**config.mk**
```make
export PLATFORM = sky130hd
export DESIGN_NAME = bios_code_mem
export DESIGN_NICKNAME = d
export VERILOG_FILES = /design/src/rtl/bios_pkg.sv /design/src/rtl/bios_ram.sv /design/src/rtl/bios_code_mem.sv
export SDC_FILE = /design/constraint.sdc
export NUM_CORES = 1
export LEC_CHECK = 0
export BUFFER_PORTS_ARGS = -buffer_cell sky130_fd_sc_hd__buf_2
export CAP_MARGIN = 20
export CORE_MARGIN = 2
export CORE_UTILIZATION = 45
export DETAILED_ROUTE_END_ITERATION = 10
export GPL_ROUTABILITY_DRIVEN = 0
export HOLD_SLACK_MARGIN = 0.08
export PLACE_DENSITY_LB_ADDON = 0.05
export SLEW_MARGIN = 20
export SYNTH_ARGS = -nofsm -noshare
export SYNTH_HDL_FRONTEND = slang
export SYNTH_SLANG_ARGS = --single-unit
```
**constraint.sdc**
```tcl
create_clock -name clock -period 3.5 [get_ports clock]
set_input_delay 0.525 -clock clock [delete_from_list [all_inputs] [get_ports clock]]
set_output_delay 0.525 -clock clock [all_outputs]
set_load 0.05 [all_outputs]
```
**src/rtl/bios_pkg.sv**
```systemverilog
// Shared types and constants for the reloadable i281 BIOS instruction bank.
// Field positions describe the 17-bit i281 instruction word layout.
package bios_pkg;

  localparam int DEF_WIDTH = 17;
  localparam int DEF_DEPTH = 16;

  localparam int MC_BIT  = 16;
  localparam int OP_MSB  = 15;
  localparam int OP_LSB  = 12;
  localparam int RX_MSB  = 11;
  localparam int RX_LSB  = 10;
  localparam int RY_MSB  = 9;
  localparam int RY_LSB  = 8;
  localparam int IMM_MSB = 7;
  localparam int IMM_LSB = 0;

  localparam logic [3:0] OP_JUMP = 4'b1110;

  // JUMP +30 with the multicycle flag clear: 17'h0E01E.
  localparam logic [DEF_WIDTH-1:0] BIOS_BOOT_WORD = {1'b0, OP_JUMP, 2'b00, 2'b00, 8'd30};

  typedef enum logic [1:0] {
    ST_INIT = 2'd0,
    ST_IDLE = 2'd1,
    ST_LOAD = 2'd2,
    ST_DONE = 2'd3
  } state_t;

  function automatic logic [DEF_WIDTH-1:0] make_word(input logic       mc,
                                                     input logic [3:0] op,
                                                     input logic [1:0] rx,
                                                     input logic [1:0] ry,
                                                     input logic [7:0] imm);
    logic [DEF_WIDTH-1:0] w;
    w                   = '0;
    w[MC_BIT]           = mc;
    w[OP_MSB:OP_LSB]    = op;
    w[RX_MSB:RX_LSB]    = rx;
    w[RY_MSB:RY_LSB]    = ry;
    w[IMM_MSB:IMM_LSB]  = imm;
    return w;
  endfunction

endpackage

```
**src/rtl/bios_ram.sv**
```systemverilog
// DEPTH x WIDTH instruction array: one synchronous write port, one
// asynchronous read port feeding the fetch unit.
module bios_ram #(
  parameter int WIDTH  = 17,
  parameter int DEPTH  = 16,
  parameter int ADDR_W = $clog2(DEPTH)
) (
  input  logic              i_clk,
  input  logic              i_we,
  input  logic [ADDR_W-1:0] i_waddr,
  input  logic [WIDTH-1:0]  i_wdata,
  input  logic [ADDR_W-1:0] i_raddr,
  output logic [WIDTH-1:0]  o_rdata
);

  logic [WIDTH-1:0] r_mem [DEPTH];

  always_ff @(posedge i_clk) begin
    if (i_we) begin
      r_mem[i_waddr] <= i_wdata;
    end
  end

  assign o_rdata = r_mem[i_raddr];

endmodule

```
**src/rtl/bios_code_mem.sv**
```systemverilog
// Reloadable BIOS instruction bank: rebuilds the boot image after reset and
// accepts range-checked runtime loads with a running XOR checksum.
//
// Load handshake: a word moves on every rising edge where ld_valid && ld_ready;
// ld_ready is high for the whole LOAD state, and ld_valid low simply stalls.
module bios_code_mem
  import bios_pkg::*;
#(
  parameter int                 WIDTH     = DEF_WIDTH,
  parameter int                 DEPTH     = DEF_DEPTH,
  parameter int                 ADDR_W    = $clog2(DEPTH),
  parameter int                 BOOT_ADDR = 1,
  parameter logic [WIDTH-1:0]   BOOT_WORD = BIOS_BOOT_WORD
) (
  input  logic              clock,
  input  logic              reset,
  input  logic [ADDR_W-1:0] rd_addr,
  output logic [WIDTH-1:0]  rd_data,
  output logic              busy,
  input  logic              ld_start,
  input  logic [ADDR_W-1:0] ld_base,
  input  logic [ADDR_W:0]   ld_count,
  input  logic              ld_valid,
  input  logic [WIDTH-1:0]  ld_data,
  output logic              ld_ready,
  output logic              ld_done,
  output logic              ld_error,
  output logic [WIDTH-1:0]  ld_csum,
  output state_t            dbg_state
);

  localparam logic [ADDR_W+1:0] DEPTH_EXT = (ADDR_W+2)'(DEPTH);
  localparam logic [ADDR_W-1:0] LAST_IDX  = ADDR_W'(DEPTH-1);
  localparam logic [ADDR_W-1:0] BOOT_IDX  = ADDR_W'(BOOT_ADDR);

  state_t            r_state;
  state_t            w_next_state;
  logic [ADDR_W-1:0] r_idx;
  logic [ADDR_W-1:0] r_wr_ptr;
  logic [ADDR_W:0]   r_remaining;
  logic [WIDTH-1:0]  r_csum;
  logic              r_ld_error;

  logic [ADDR_W+1:0] w_end;
  logic              w_reject;
  logic              w_start_ok;
  logic              w_accept;
  logic              w_we;
  logic [ADDR_W-1:0] w_waddr;
  logic [WIDTH-1:0]  w_wdata;
  logic [WIDTH-1:0]  w_rdata;

  // Two extra bits so base+count can never wrap past DEPTH.
  assign w_end      = {2'b00, ld_base} + {1'b0, ld_count};
  assign w_reject   = (ld_count == '0) || (w_end > DEPTH_EXT);
  assign w_start_ok = (r_state == ST_IDLE) && ld_start && !w_reject;
  assign w_accept   = (r_state == ST_LOAD) && ld_valid;

  always_comb begin
    w_next_state = r_state;
    case (r_state)
      ST_INIT: if (r_idx == LAST_IDX) w_next_state = ST_IDLE;
      ST_IDLE: if (w_start_ok) w_next_state = ST_LOAD;
      ST_LOAD: if (w_accept && (r_remaining == (ADDR_W+1)'(1))) w_next_state = ST_DONE;
      ST_DONE: w_next_state = ST_IDLE;
      default: w_next_state = ST_INIT;
    endcase
  end

  // INIT and LOAD are exclusive states, so the write port has one source per cycle.
  always_comb begin
    w_we    = 1'b0;
    w_waddr = r_idx;
    w_wdata = '0;
    if (r_state == ST_INIT) begin
      w_we    = 1'b1;
      w_wdata = (r_idx == BOOT_IDX) ? BOOT_WORD : '0;
    end else if (w_accept) begin
      w_we    = 1'b1;
      w_waddr = r_wr_ptr;
      w_wdata = ld_data;
    end
  end

  always_ff @(posedge clock) begin
    if (reset) begin
      r_state     <= ST_INIT;
      r_idx       <= '0;
      r_wr_ptr    <= '0;
      r_remaining <= '0;
      r_csum      <= '0;
      r_ld_error  <= 1'b0;
    end else begin
      r_state    <= w_next_state;
      r_ld_error <= (r_state == ST_IDLE) && ld_start && w_reject;
      if (r_state == ST_INIT) begin
        r_idx <= r_idx + ADDR_W'(1);
      end
      if (w_start_ok) begin
        r_wr_ptr    <= ld_base;
        r_remaining <= ld_count;
        r_csum      <= '0;
      end
      if (w_accept) begin
        r_wr_ptr    <= r_wr_ptr + ADDR_W'(1);
        r_remaining <= r_remaining - (ADDR_W+1)'(1);
        r_csum      <= r_csum ^ ld_data;
      end
    end
  end

  bios_ram #(
    .WIDTH  (WIDTH),
    .DEPTH  (DEPTH),
    .ADDR_W (ADDR_W)
  ) u_ram (
    .i_clk   (clock),
    .i_we    (w_we),
    .i_waddr (w_waddr),
    .i_wdata (w_wdata),
    .i_raddr (rd_addr),
    .o_rdata (w_rdata)
  );

  assign busy      = (r_state != ST_IDLE);
  assign ld_ready  = (r_state == ST_LOAD);
  assign ld_done   = (r_state == ST_DONE);
  assign ld_error  = r_ld_error;
  assign ld_csum   = r_csum;
  assign rd_data   = busy ? '0 : w_rdata;
  assign dbg_state = r_state;

endmodule

```
=== After elaboration in Yosys (flattened, before gate mapping) ===
Memory sizes are Yosys's and may differ from the RTL's.
Cells that the tools add are included.

* Bits in writable memories: 272
* Memories kept: 1
* Flip-flop bits (word level): 33
* Input bits: 34

{| class="wikitable"
|+ Memory list
! memory !! words !! bits a word !! read ports !! clocked after Yosys merged registers in !! write ports !! line !! RTL
|-
| u_ram.r_mem || 16 || 17 || 1 || 0 || 1 || bios_ram.sv:16 || <nowiki>logic [WIDTH-1:0] r_mem [DEPTH];</nowiki>
|}

* Reduce and logical (&&, ||, !) cells: 11
* Mux-type cells: 20
* Order comparisons: 1
* Bitwise gates (word level): 1
* $add $sub $neg: 4
* Equality and inequality tests: 10

{| class="wikitable"
|+ Operator list
! cell !! number
|-
| $mux W17 || 5
|-
| $xor A17 B17 Y17 || 1
|-
| $mux W16 || 1
|-
| $mux W4 || 4
|-
| $mux W5 || 2
|-
| $add A4 B1 Y4 const B || 2
|-
| $pmux W2 S4 || 1
|-
| $add A4 B5 Y6 || 1
|-
| $gt A6 B5 Y1 const B || 1
|-
| $mux W2 || 3
|-
| $eq A5 B1 Y1 const B || 1
|-
| $logic_and A1 B1 Y1 || 5
|-
| $logic_not A5 Y1 || 1
|-
| $sub A5 B1 Y5 const B || 1
|-
| $eq A2 B2 Y1 const B || 2
|-
| $eq A4 B1 Y1 const B || 1
|-
| $eq A4 B4 Y1 const B || 1
|-
| $mux W1 || 4
|-
| $ne A2 B1 Y1 const B || 2
|-
| $ne A2 B2 Y1 const B || 2
|-
| $reduce_and A3 Y1 || 1
|-
| $eq A2 B1 Y1 const B || 1
|-
| $logic_not A2 Y1 || 1
|-
| $reduce_bool A2 Y1 || 1
|-
| other kinds (2) || 2
|}

=== Longest topological paths before layout ===
* Depth in word-level cells: 7
* Mapped depth: 10
* Depth with buffers taken out: 8

=== Cells and area by module ===
A second synthesis with hierarchy kept.

* Cell total of the unflattened synthesis: 708
* Area, all modules: 12,478.2 µm²

{| class="wikitable"
|+ Modules (own cells, without submodules)
! module !! cells an instance !! seq. area each (µm²) !! area each (µm²) !! instances
|-
| bios_ram || 441 || 8,167.8 || 10,297.4 || 1
|-
| bios_code_mem || 267 || 660.6 || 2,180.8 || 1
|}

=== Worst setup path before layout ===
OpenSTA, ideal clock, no wires.

* Path type: reg2reg
* Start: reg r_state[1], in the netlist dbg_state[1]
* End: mem u_ram.r_mem[14][0], enable pin
* Stages on the path, launching flop included: 7
* Path buffers: 1
* Data arrival time: 3.188 ns
* Period minus slack after synthesis: 3.579 ns
* Setup slack: -0.079 ns
* Cell sequence: dfxtp_1 > ha_1 > nand2_1 > nor2_1 > clkbuf_1 > a31oi_1 > nor2_1

* Cells in the longest elaborated chain, start to end: 6
* Elaborated cells on any way between the ends: 9

{| class="wikitable"
|+ RTL lines
! element !! line !! RTL
|-
| start: declaration || bios_code_mem.sv:36 || <nowiki>state_t r_state;</nowiki>
|-
| start signal: assignment || bios_code_mem.sv:94 || <nowiki>r_state <= w_next_state;</nowiki>
|-
| $eq A2 B2 Y1 * || -- ||
|-
| via ld_ready || bios_code_mem.sv:25 || <nowiki>output logic ld_ready,</nowiki>
|-
| $logic_and A1 B1 Y1 * || bios_code_mem.sv:57 || <nowiki>assign w_accept = (r_state == ST_LOAD) && ld_valid;</nowiki>
|-
| $mux W1 || bios_code_mem.sv:78 || <nowiki>end else if (w_accept) begin</nowiki>
|-
| $mux W1 || bios_code_mem.sv:75 || <nowiki>if (r_state == ST_INIT) begin</nowiki>
|-
| $mux W1 || bios_ram.sv:19 || <nowiki>if (i_we) begin</nowiki>
|-
| $mux W1 (not written as such) || bios_ram.sv:20 || <nowiki>r_mem[i_waddr] <= i_wdata;</nowiki>
|-
| end: declaration || bios_ram.sv:16 ||
|}

The timed path passes the listed nets; every way through them passes the cells marked *.

=== Worst setup path after layout ===
* Start: in rd_addr[0]
* End: out rd_data[2]

* Cells in the longest elaborated chain, start to end: 2

{| class="wikitable"
|+ RTL lines
! element !! line !! RTL
|-
| start: declaration || bios_code_mem.sv:17 || <nowiki>input logic [ADDR_W-1:0] rd_addr,</nowiki>
|-
| $mem_v2 Z16 W17 || -- ||
|-
| $mux W17 || bios_code_mem.sv:130 || <nowiki>assign rd_data = busy ? '0 : w_rdata;</nowiki>
|-
| end: declaration || bios_code_mem.sv:18 || <nowiki>output logic [WIDTH-1:0] rd_data,</nowiki>
|}

Every way passes these cells.

==> out/metrics.csv <==
stage,metric,value,unit
critical_path,crit_path_max_incr_delay,0.57,ns
timing,fin_setup_tns,0,ns
synth,synth_adder_area_share,0.0145,
synth,yosys_warnings,0,
timing,fin_worst_skew,0.0116,ns
critical_path,end_kind,output port,
die,start_util,0.456,
run,cap_violations,0,
final_layout,fin_cells,1169,
final_layout,num-fill-cells,2217,
pwr,p_leak,0.00517,uW
drt,antenna_left,0,
clock_network,cts.path.max_buffers,3,
critical_path,r2r-end,u_ram.r_mem[11][12],
timing,setup_viol,0,
synth,post_synth_inst_count,668,
synth,ys.flop_type,edfxtp_1,
timing,finalMaxSlewViolations,0,
clock_network,cts_tree,done,
global_routing,met3_usage,0.0350,
synth,synth_compound_area_frac,0.0624,
clock_network,cts_resized,0,
synth,netlist_area,12600,um2
final_layout,final_common_cell,edfxtp_1,
pwr,power.density,653,nW/um2
synth,synth_xor_area_frac,0.00556,
critical_path,start_kind,input port,
critical_path,crit_path_top_delay_cell,mux4_2,
critical_path,r2r_slack,0.58,ns
drt,dr.pass1.iters,5,
critical_path,worst-path-buf-inv,3,
clock_network,postCtsSetupBuffers,0,
synth,yosys.area_share.simple,0.0432,
global_routing,grt_pass1_wl,43.6,mm
worst_hold_path,hold-path-cell-count,2,
die,pin_count,74,
clock_network,htreeDepth,2,
synth,syn_area_per_cell,18.8,um2
pwr,seqPwrFrac,0.491,
pwr,p_sw_frac,0.263,
global_routing,grt_overflow,0,
drt,wirelength,29.0,mm
timing,finalCritPeriodShare,0.857,
final_layout,antenna_cells,0,
critical_path,reg2reg_depth,8,
drt,wl_per_cell,24.8,um
worst_hold_path,worstHoldEndpoint,r_wr_ptr[3],
synth,synth_edf_count,272,
pwr,vdd_drop_max,0.378,mV
final_layout,nets,818,
timing,finalCriticalPeriod,3.00,ns
place,placed_cells,1112,
critical_path,required,2.97,ns
critical_path,r2r_start,dbg_state[0],
worst_hold_path,min_from,ld_base[3],
global_routing,antenna_found_initial,1,
synth,muxShareOfSynthArea,0.154,
final_layout,drive_above_1_share,0.340,
place,hpwl,17.9,mm
timing,holdWs,0.336,ns
global_routing,grt.busiest_layer,met2,
die,dieHeight,171,um
final_layout,syn2layout_area_growth,16.3,%
die,row_count,61,
drt,routed_via_density,5.68,
timing,worst_pin_slew,0.717,ns
critical_path,crit_family,multiplexers,
timing,final_hold_viol_count,0,
synth,synth-async-reset-ratio,0,
timing,fmax,333,MHz
synth,synth_top_family_by_area,multiplexers,
die,die_w,171,um
critical_path,path_cells,"buf_4, buf_12, mux4_2, mux4_2, and2_1, buf_2",
pwr,power_frac_comb,0.161,
pwr,pwr-share-clk,0.348,
drt,drc,0,
clock_network,root_buffer,clkbuf_16,
synth,ys_seq_area_frac,0.701,
clock_network,hold_buffers,0,
critical_path,crit_type,input port to output port,
pwr,p_switching,2510,uW
drt,vias,6640,
drt,drt-initial-drc-count,523,
global_routing,groute.layer.met2.usage,0.343,
synth,syn_nets,716,
global_routing,met1_usage,0.285,
timing,rsz0062_at_grt,no,
worst_hold_path,hold_class,input port to flop,
critical_path,cp_common_cell,mux4_2,
final_layout,final_cell_mix,"272 x edfxtp_1, 85 x mux4_2, 72 x buf_2",
clock_network,clock_latency,0.51,ns
place,port_buffers,73,
synth,synth.distinct_cells,53,
critical_path,arrival,2.48,ns
outcome,status,finished clean,
die,core_area,27600,um2
timing,maxSlewHeadroom,0.522,
synth,ys_ff_latch,305,
global_routing,track_usage,0.205,
pwr,internal-power,7050,uW
clock_network,cts_buffers,34,
critical_path,crit_fanout,46,
die,dieArea,29300,um2
clock_network,cts_sinks,305,
global_routing,grt_max_degree,69,
global_routing,grt_pass1_vias,6904,
clock_network,clk_pin_slew,0.06,ns
[stage by stage]
| step | instance area [um2] | utilization | total power [uW] | setup WS, ns |
|---|---|---|---|---|
| after floorplan | 12600 | - | 5680 | -0.0786 |
| after global placement | 13600 | 0.493 | 6260 | 0.494 |
| after detailed placement | 13600 | 0.493 | 6330 | 0.424 |
| after CTS | 14600 | 0.530 | 9650 | 0.478 |
| after global routing | 14600 | 0.530 | 9920 | 0.383 |
| final | 14600 | 0.530 | 9560 | 0.500 |
[sequential cells by signal (all words and copies together), names as in the netlist]
name         cells
r_wr_ptr         4
ld_error         1
ld_csum         17
r_idx            4
r_remaining      5
u_ram.r_mem    272
dbg_state        2
[layer usage]
| layer | up-vias | share of wire |
|---|---|---|
| li1 | 2926 | - |
| met1 | 3512 | 0.44 |
| met2 | 166 | 0.50 |
| met3 | 34 | 0.044 |
| met4 | 2 | 0.014 |
| met5 | - | 0.00031 |
[worst max-delay path by stage]
stage,startpoint,endpoint,slack (ns),depth (start not counted)
floorplan,dbg_state[1],u_ram.r_mem[14][0],-0.08,6
global placement,ld_count[0],r_wr_ptr[0],0.49,9
detailed placement,ld_count[0],ld_csum[1],0.42,9
CTS,rd_addr[0],rd_data[14],0.48,6
global route,dbg_state[0],u_ram.r_mem[11][13],0.38,8
finish,rd_addr[0],rd_data[2],0.50,6
[synthesized netlist by cell type, types with 3 or more instances]
cell type,instances,area share
nor3b_1,3,0.0018
a21o_1,9,0.0054
a21oi_1,24,0.0095
nor3_1,4,0.0016
a211oi_1,8,0.0048
nand3_1,4,0.0016
o21a_1,18,0.011
nand2_1,13,0.0039
nand4_1,4,0.0020
a211oi_2,10,0.0099
nor2_1,30,0.0089
edfxtp_1,272,0.65
dfxtp_1,33,0.052
buf_2,7,0.0028
mux4_2,85,0.15
a31oi_1,9,0.0045
and2_1,29,0.014
o21ai_1,3,0.0012
xnor2_1,5,0.0035
clkbuf_1,26,0.0078
xor2_1,3,0.0021
nor4b_1,3,0.0021
ha_1,13,0.013
buf_6,5,0.0045
inv_1,13,0.0039
[power groups by stage]
stage	logic [uW]	clock network (uW)	registers, uW
2_1_floorplan	932	0	4750
3_3_place_gp	1510	0	4750
3_5_place_dp	1560	0	4770
4_1_cts	1560	3400	4690
5_1_grt	1650	3550	4720
6_report	1530	3330	4690
[cell families after synthesis]
| kind of cell | after synthesis |
|---|---|
| AO/OA/AOI/OAI | 101 |
| XOR/XNOR | 8 |
| adder cells (fa/ha/maj) | 14 |
| buffers and inverters | 53 |
| flip-flops | 305 |
| multiplexers | 87 |
| AND/OR/NAND/NOR | 100 |
[layout make-up]
cell class / count / area (um2) / area share
timing repair buffer: 106 / 703 / 0.0480
clock buffer: 42 / 902 / 0.0616
multi-input combinational: 310 / 3560 / 0.243
tap: 378 / 473 / 0.0323
inverter: 13 / 48.8 / 0.00333
clock inverter: 15 / 126 / 0.00863
sequential: 305 / 8830 / 0.603
Note: power is estimated with default switching activity, not from simulation.
